$ cat src/rtl/ysyx_22050854_fetch_unit_pkg.sv
// Shared definitions for the ysyx_22050854 instruction fetch unit:
// fetch FSM state encoding, default widths, reset PC and the canonical NOP.
package ysyx_22050854_ifu_pkg;

    localparam int          ADDR_W   = 64;
    localparam int          INST_W   = 32;
    localparam logic [63:0] RESET_PC = 64'h0000_0000_8000_0000;
    localparam logic [31:0] NOP      = 32'h0000_0013;

    typedef enum logic [2:0] {
        REQ    = 3'd0,
        WAIT   = 3'd1,
        HOLD   = 3'd2,
        DRAIN  = 3'd3,
        HALTED = 3'd4
    } ifu_state_e;

endpackage

$ cat src/rtl/ysyx_22050854_fetch_unit_if.sv
// Bus bundle of the fetch unit: instruction-memory request/response channel
// and the valid/ready instruction channel towards decode.
// master = fetch unit side, slave = memory + decode side.
interface ysyx_22050854_fetch_unit_if #(
    parameter int ADDR_W = ysyx_22050854_ifu_pkg::ADDR_W,
    parameter int INST_W = ysyx_22050854_ifu_pkg::INST_W
);
    logic              imem_req_valid;
    logic              imem_req_ready;
    logic [ADDR_W-1:0] imem_req_addr;
    logic              imem_resp_valid;
    logic [INST_W-1:0] imem_resp_data;
    logic              inst_valid;
    logic              inst_ready;
    logic [INST_W-1:0] inst;
    logic [ADDR_W-1:0] inst_pc;

    modport master (
        output imem_req_valid, imem_req_addr,
        input  imem_req_ready,
        input  imem_resp_valid, imem_resp_data,
        output inst_valid, inst, inst_pc,
        input  inst_ready
    );

    modport slave (
        input  imem_req_valid, imem_req_addr,
        output imem_req_ready,
        output imem_resp_valid, imem_resp_data,
        input  inst_valid, inst, inst_pc,
        output inst_ready
    );

endinterface

$ cat src/rtl/ysyx_22050854_fetch_unit_perf.sv
// Performance counters of the fetch unit: delivered instructions and
// cycles spent waiting on instruction memory. Both wrap at 2^64.
// Only built when IFU_PERF_CNT_EN is defined.
`ifdef IFU_PERF_CNT_EN
module ysyx_22050854_ifu_perf (
    input  logic        clk,
    input  logic        rst,
    input  logic        fetch_evt,
    input  logic        wait_evt,
    output logic [63:0] fetch_cnt,
    output logic [63:0] wait_cnt
);

    // Count delivery handshakes and memory-wait cycles.
    always_ff @(posedge clk) begin
        if (rst) begin
            fetch_cnt <= 64'd0;
            wait_cnt  <= 64'd0;
        end else begin
            if (fetch_evt) begin
                fetch_cnt <= fetch_cnt + 64'd1;
            end
            if (wait_evt) begin
                wait_cnt <= wait_cnt + 64'd1;
            end
        end
    end

endmodule
`endif

$ cat src/rtl/ysyx_22050854_fetch_unit.sv
// Instruction fetch unit: owns the PC, fetches one word at a time from
// instruction memory and hands it to decode through a one-entry buffer.
// Redirects from execute win over everything but reset; a redirect that
// leaves a request in flight goes through DRAIN to swallow its response.
// Optional performance counters are built when IFU_PERF_CNT_EN is defined;
// otherwise perf_fetch_cnt/perf_wait_cnt read as zero.
module ysyx_22050854_fetch_unit #(
    parameter int                ADDR_W   = ysyx_22050854_ifu_pkg::ADDR_W,
    parameter int                INST_W   = ysyx_22050854_ifu_pkg::INST_W,
    parameter logic [ADDR_W-1:0] RESET_PC = ysyx_22050854_ifu_pkg::RESET_PC[ADDR_W-1:0]
) (
    input  logic                       clk,
    input  logic                       rst,
    ysyx_22050854_fetch_unit_if.master bus,
    input  logic                       redirect_valid,
    input  logic [ADDR_W-1:0]          redirect_pc,
    input  logic                       halt,
    output logic [63:0]                perf_fetch_cnt,
    output logic [63:0]                perf_wait_cnt
);
    import ysyx_22050854_ifu_pkg::*;

    ifu_state_e        state_r;
    ifu_state_e        state_s;
    logic [ADDR_W-1:0] pc_r;
    logic [ADDR_W-1:0] pc_s;
    logic [INST_W-1:0] inst_r;
    logic [ADDR_W-1:0] inst_pc_r;
    logic              capture_s;
    logic              accept_s;
    logic [ADDR_W-1:0] redirect_target_s;

    // Instructions are word aligned; the low two bits of a target are dropped.
    assign redirect_target_s = {redirect_pc[ADDR_W-1:2], 2'b00};
    assign accept_s          = bus.imem_req_valid && bus.imem_req_ready;

    // The request is masked during reset so nothing is issued before the
    // PC has been loaded.
    assign bus.imem_req_valid = (state_r == REQ) && !rst;
    assign bus.imem_req_addr  = pc_r;
    assign bus.inst_valid     = (state_r == HOLD);
    assign bus.inst           = inst_r;
    assign bus.inst_pc        = inst_pc_r;

    // Next-state, next-PC and capture decode; redirect is checked first in
    // every state except HALTED, which only reset leaves.
    always_comb begin
        state_s   = state_r;
        pc_s      = pc_r;
        capture_s = 1'b0;
        case (state_r)
            REQ: begin
                if (redirect_valid) begin
                    pc_s    = redirect_target_s;
                    state_s = accept_s ? DRAIN : REQ;
                end else if (accept_s) begin
                    state_s = WAIT;
                end else if (halt) begin
                    state_s = HALTED;
                end else begin
                    state_s = REQ;
                end
            end
            WAIT: begin
                if (redirect_valid) begin
                    pc_s    = redirect_target_s;
                    state_s = bus.imem_resp_valid ? REQ : DRAIN;
                end else if (bus.imem_resp_valid) begin
                    capture_s = 1'b1;
                    pc_s      = pc_r + ADDR_W'(3'd4);
                    state_s   = HOLD;
                end else begin
                    state_s = WAIT;
                end
            end
            HOLD: begin
                if (redirect_valid) begin
                    pc_s    = redirect_target_s;
                    state_s = REQ;
                end else if (bus.inst_ready) begin
                    state_s = halt ? HALTED : REQ;
                end else begin
                    state_s = HOLD;
                end
            end
            DRAIN: begin
                if (redirect_valid) begin
                    pc_s    = redirect_target_s;
                    state_s = bus.imem_resp_valid ? REQ : DRAIN;
                end else if (bus.imem_resp_valid) begin
                    state_s = halt ? HALTED : REQ;
                end else begin
                    state_s = DRAIN;
                end
            end
            HALTED: begin
                state_s = HALTED;
            end
            default: begin
                state_s = REQ;
            end
        endcase
    end

    // State, PC and output buffer registers; the buffer loads only on a
    // response accepted in WAIT and otherwise holds steady for decode.
    always_ff @(posedge clk) begin
        if (rst) begin
            state_r   <= REQ;
            pc_r      <= RESET_PC;
            inst_r    <= {INST_W{1'b0}};
            inst_pc_r <= {ADDR_W{1'b0}};
        end else begin
            state_r <= state_s;
            pc_r    <= pc_s;
            if (capture_s) begin
                inst_r    <= bus.imem_resp_data;
                inst_pc_r <= pc_r;
            end
        end
    end

`ifdef IFU_PERF_CNT_EN
    logic handshake_s;
    logic mem_wait_s;

    assign handshake_s = bus.inst_valid && bus.inst_ready;
    assign mem_wait_s  = (state_r == WAIT) || (state_r == DRAIN);

    ysyx_22050854_ifu_perf u_perf (
        .clk       (clk),
        .rst       (rst),
        .fetch_evt (handshake_s),
        .wait_evt  (mem_wait_s),
        .fetch_cnt (perf_fetch_cnt),
        .wait_cnt  (perf_wait_cnt)
    );
`else
    assign perf_fetch_cnt = 64'd0;
    assign perf_wait_cnt  = 64'd0;
`endif

endmodule

$ cat src/flat_wrapper.sv
// flat-port wrapper written by rule: the top's interface ports become plain ports
module ysyx_22050854_fetch_unit_flat import ysyx_22050854_ifu_pkg::*;
#(
    parameter int                ADDR_W   = ysyx_22050854_ifu_pkg::ADDR_W,
    parameter int                INST_W   = ysyx_22050854_ifu_pkg::INST_W,
    parameter logic [ADDR_W-1:0] RESET_PC = ysyx_22050854_ifu_pkg::RESET_PC[ADDR_W-1:0]
)
  (clk, rst, redirect_valid, redirect_pc, halt, perf_fetch_cnt, perf_wait_cnt, bus_imem_req_valid, bus_imem_req_addr, bus_imem_req_ready, bus_imem_resp_valid, bus_imem_resp_data, bus_inst_valid, bus_inst, bus_inst_pc, bus_inst_ready);
  ysyx_22050854_fetch_unit_if #(.ADDR_W(ADDR_W), .INST_W(INST_W)) bus_i ();
  input  logic clk;
  input  logic rst;
  input  logic redirect_valid;
  input  logic [ADDR_W-1:0] redirect_pc;
  input  logic halt;
  output logic [63:0] perf_fetch_cnt;
  output logic [63:0] perf_wait_cnt;
  output wire logic [$bits(bus_i.imem_req_valid)-1:0] bus_imem_req_valid;
  output wire logic [$bits(bus_i.imem_req_addr)-1:0] bus_imem_req_addr;
  input wire logic [$bits(bus_i.imem_req_ready)-1:0] bus_imem_req_ready;
  input wire logic [$bits(bus_i.imem_resp_valid)-1:0] bus_imem_resp_valid;
  input wire logic [$bits(bus_i.imem_resp_data)-1:0] bus_imem_resp_data;
  output wire logic [$bits(bus_i.inst_valid)-1:0] bus_inst_valid;
  output wire logic [$bits(bus_i.inst)-1:0] bus_inst;
  output wire logic [$bits(bus_i.inst_pc)-1:0] bus_inst_pc;
  input wire logic [$bits(bus_i.inst_ready)-1:0] bus_inst_ready;
  assign bus_imem_req_valid = bus_i.imem_req_valid;
  assign bus_imem_req_addr = bus_i.imem_req_addr;
  assign bus_i.imem_req_ready = bus_imem_req_ready;
  assign bus_i.imem_resp_valid = bus_imem_resp_valid;
  assign bus_i.imem_resp_data = bus_imem_resp_data;
  assign bus_inst_valid = bus_i.inst_valid;
  assign bus_inst = bus_i.inst;
  assign bus_inst_pc = bus_i.inst_pc;
  assign bus_i.inst_ready = bus_inst_ready;
  ysyx_22050854_fetch_unit #(.ADDR_W(ADDR_W), .INST_W(INST_W), .RESET_PC(RESET_PC)) u_core (.clk(clk), .rst(rst), .bus(bus_i), .redirect_valid(redirect_valid), .redirect_pc(redirect_pc), .halt(halt), .perf_fetch_cnt(perf_fetch_cnt), .perf_wait_cnt(perf_wait_cnt));
endmodule
$ cat config.mk
export PLATFORM = sky130hd
export DESIGN_NAME = ysyx_22050854_fetch_unit_flat
export DESIGN_NICKNAME = d
export VERILOG_FILES = /design/src/rtl/ysyx_22050854_fetch_unit_pkg.sv /design/src/rtl/ysyx_22050854_fetch_unit_if.sv /design/src/rtl/ysyx_22050854_fetch_unit_perf.sv /design/src/rtl/ysyx_22050854_fetch_unit.sv /design/src/flat_wrapper.sv
export SDC_FILE = /design/constraint.sdc
export NUM_CORES = 1
export LEC_CHECK = 0
export ABC_AREA = 1
export CAP_MARGIN = 20
export CORE_AREA = 2 2 151 153
export CTS_BUF_LIST = sky130_fd_sc_hd__clkbuf_16
export DETAILED_ROUTE_END_ITERATION = 8
export DIE_AREA = 0 0 153 155
export PLACE_DENSITY = 0.92
export SLEW_MARGIN = 15
export SYNTH_ARGS = -nofsm -noshare
export SYNTH_HDL_FRONTEND = slang
export SYNTH_HIERARCHICAL = 1
export SYNTH_SLANG_ARGS = --single-unit
$ cat constraint.sdc
create_clock -name clk -period 1.9 [get_ports clk]
set_input_delay 0.285 -clock clk [delete_from_list [all_inputs] [get_ports clk]]
set_output_delay 0.285 -clock clk [all_outputs]
set_load 0.005 [all_outputs]
==> out/qor.csv <==
metric;value;unit
final setup fails;0;
largest net degree at the start of global routing;54;
Layout Skew;0.00758;ns
number of synthesized flops with an enable pin;0;
number of H-tree levels;4;
area of the die;0.0237;mm2
crit path time final;1.84;ns
Tot GR Track Use;0.279;
kind of critical path;reg -> out;
status;finished clean;
worst hold slack;0.430;ns
vias in the first global route;10100;
hold path depth;3;
Fill cells;2034;
Mean Syn Cell Area;6.50;um2
Async S/R FF share, synth;0;
die width;153;um
Worst Reg2Reg Path Length in Cells;10;
Num CTS Buffers;17;
synth unique cells;40;
DR vias;10700;
Crit Path Max Fanout;4;
root buffer selected by CTS;clkbuf_16;
Seq pwr share;0.392;
ys flop type;dfxtp_1;
Synth Cell Area;0.00956;mm2
sw power;2.99;mW
min-delay src;redirect_pc[26];
RSZ-0062 raised after global routing;yes;
Final #Nets;1898;
setup slack after layout;0.0623;ns
FF-to-FF setup slack;0.09;ns
core box area;0.0222;mm2
post-detailed-route count of antenna-violating nets;0;
Non-Filler Instances;2090;
post-synthesis cell count;1470;
cts-stage hold buffer count;0;
Max clock buf depth;2;
io pins;393;
Pwr Density;717;mW/mm2
Clock transition at path regs;0.07;ns
worst slack at placement;-0.0936;ns
worst skew pair latency;0.43;ns
initial core utilization;0.430;
initial DRC count;981;
Reg-to-Reg End;u_core/bus.imem_req_addr[24];
f_max;544;MHz
DRC viols;0;
Final Cell Area;0.0134;mm2
Hold EP;u_core/bus.imem_req_addr[26];
Hold Vio Cnt, Final;0;
Leakage;5.59;nW
maximum vdd drop;565;uV
first-pass GRT wire length;52.7;mm
Total Routed Length;34.9;mm
max_cap viols;0;
Pre-Repair DR Iteration Count;5;
Routability Congestion;0.980;
synthesized flop and latch total;159;
register area share after synthesis;0.333;
fin. max-slew vios;0;
grt ovf;0;
initial antenna violation count;1;
fraction of layout cells with a size suffix above 1;0.123;
FP Rows;55;
Area Growth Syn to Fin;40.3;%
Sw Share;0.311;
Worst Path Required;1.62;ns
r2r startpoint;u_core/bus.imem_req_addr[2];
startpoint types;flop;
clock power share;0.381;
Worst Setup End Kind;primary output;
Sink Count;159;
Vias/cell;5.14;
combinational share of power;0.227;
hold crit path type;in -> reg;
Final period util;0.967;
Synth Warn #;6;
Placed Area;0.0126;mm2
Worst EP arrival;1.55;ns
total power;9.61;mW
CTS tree;done;
I/O Buffers;258;
Placed Cells incl. Taps;2053;
Avg WL per Cell;16.7;um
Internal;6.63;mW
post-DP HPWL;27.4;mm
Die Height;155;um
==> layout by cell type, fill, tap and decap left out, drive strengths merged, types with 2 or more instances in the layout <==
master | netlist | routed
clkdlybuf4s50 | 0 | 256
o21ai | 183 | 183
inv | 129 | 136
o21bai | 3 | 3
dfxtp | 159 | 159
clkinv | 0 | 5
nor2 | 250 | 251
nand4 | 16 | 16
a21oi | 99 | 99
a211oi | 2 | 2
nand2 | 310 | 310
nand3 | 71 | 71
or2 | 4 | 4
a31oi | 14 | 14
conb | 1 | 132
a41oi | 2 | 2
ha | 4 | 4
o22ai | 2 | 2
clkbuf | 29 | 17
nor3 | 11 | 11
buf | 167 | 108
bufinv | 0 | 2
xor2 | 5 | 5
dlygate4sd2 | 0 | 2
o211ai | 4 | 4
==> cell type report <==
class,instances,area (um2),area share
diodes,1,2.50,0.000187
clock buffers,17,425,0.0317
clock inverters,15,195,0.0146
inverters,129,487,0.0363
multi-input cells,1118,5210,0.388
flip-flops and latches,159,3190,0.238
well taps,285,357,0.0266
repair buffers,366,3540,0.264
==> repair_timing <==
item                                   in CTS  in global routing
cloned                                      0                  1
pin swaps                                   1                  4
resized for setup                          10                 35
endpoints found under the hold margin       0                  0
setup endpoints to repair                   4                 30
buffers inserted                            0                  3
==> power by group through the flow <==
stage	clock network [mW]	registers (mW)	logic (mW)
after detailed placement	0	3.83	2.14
after global placement	0	3.83	2.09
final	3.66	3.77	2.18
after CTS	3.70	3.76	2.15
after global routing	3.85	3.80	2.37
after floorplan	0	3.85	1.05
==> cells in the mapped netlist, types with 2 or more instances <==
cell,n,area share
nand2_1,297,0.12
buf_6,3,0.0035
inv_1,124,0.049
nand2_2,11,0.0072
nor2_1,234,0.092
nor3_4,2,0.0034
a41oi_1,2,0.0018
o21ai_1,12,0.0063
o21bai_1,3,0.0024
a21oi_1,98,0.051
a31oi_1,14,0.0092
buf_4,136,0.11
o22ai_1,2,0.0013
o211ai_1,4,0.0031
buf_2,28,0.015
nor3_1,9,0.0047
a211oi_1,2,0.0016
nand3_2,2,0.0021
nor2_2,5,0.0033
o21ai_0,171,0.090
inv_2,5,0.0020
nand3_1,68,0.036
dfxtp_1,159,0.33
xor2_1,5,0.0046
nand4_1,16,0.010
or2_2,4,0.0026
nor2_4,9,0.011
clkbuf_1,29,0.011
nor2_8,2,0.0042
ha_1,4,0.0052
==> kinds of logic (layout without fill, tap and decap cells) <==
family	after synthesis	count (layout)	share of synthesized area
fa+ha+maj	4	4	0.00524
other cells	1	133	0.000392
buf+inv	325	527	0.187
flops	159	159	0.333
compound gates	312	312	0.170
simple gates	663	664	0.299
xor+xnor	6	6	0.00550
==> critical path, stage by stage (launching register included) <==
cell and delay (ns):
dfxtp_1 0.40, buf_4 0.16, clkdlybuf4s50_1 0.56
==> routing by layer <==
metal | vias up | track usage | wire [um]
met2 | 574 | 0.494 | 17000
met5 | - | 0 | 0
met1 | 4954 | 0.337 | 13900
met3 | 89 | 0.0474 | 2690
met4 | 0 | 0.116 | 1320
li1 | 5130 | - | -
==> how the worst max path moves through the flow <==
| stage | start | endpoint | slack [ns] |
|---|---|---|---|
| final | u_core/bus.imem_req_addr[9] | bus_imem_req_addr[9] | 0.06 |
| after global routing | u_core/bus.imem_req_addr[10] | u_core/bus.imem_req_addr[59] | -0.06 |
| after CTS | u_core/bus.imem_req_addr[33] | bus_imem_req_addr[33] | 0.02 |
| after detailed placement | redirect_valid | u_core/bus.imem_req_addr[48] | -0.09 |
| after global placement | redirect_valid | u_core/bus.imem_req_addr[37] | -0.04 |
| after floorplan | u_core/bus.imem_req_addr[2] | u_core/bus.imem_req_addr[32] | 0.23 |
==> stage by stage <==
step | TNS, ns | util
detailed placement | -2.54 | 0.568
global route | -0.142 | 0.603
global placement | -0.499 | 0.568
floorplan | 0 | -
CTS | 0 | 0.597
finish | 0 | 0.603
==> flip-flops by register name, indices dropped and copies added (netlist names) <==
name and cells:
u_core/bus.inst 32, u_core/bus.inst_pc 62, u_core/bus.imem_req_addr 62, u_core/state_r 3
(Power assumes the default switching activity.)
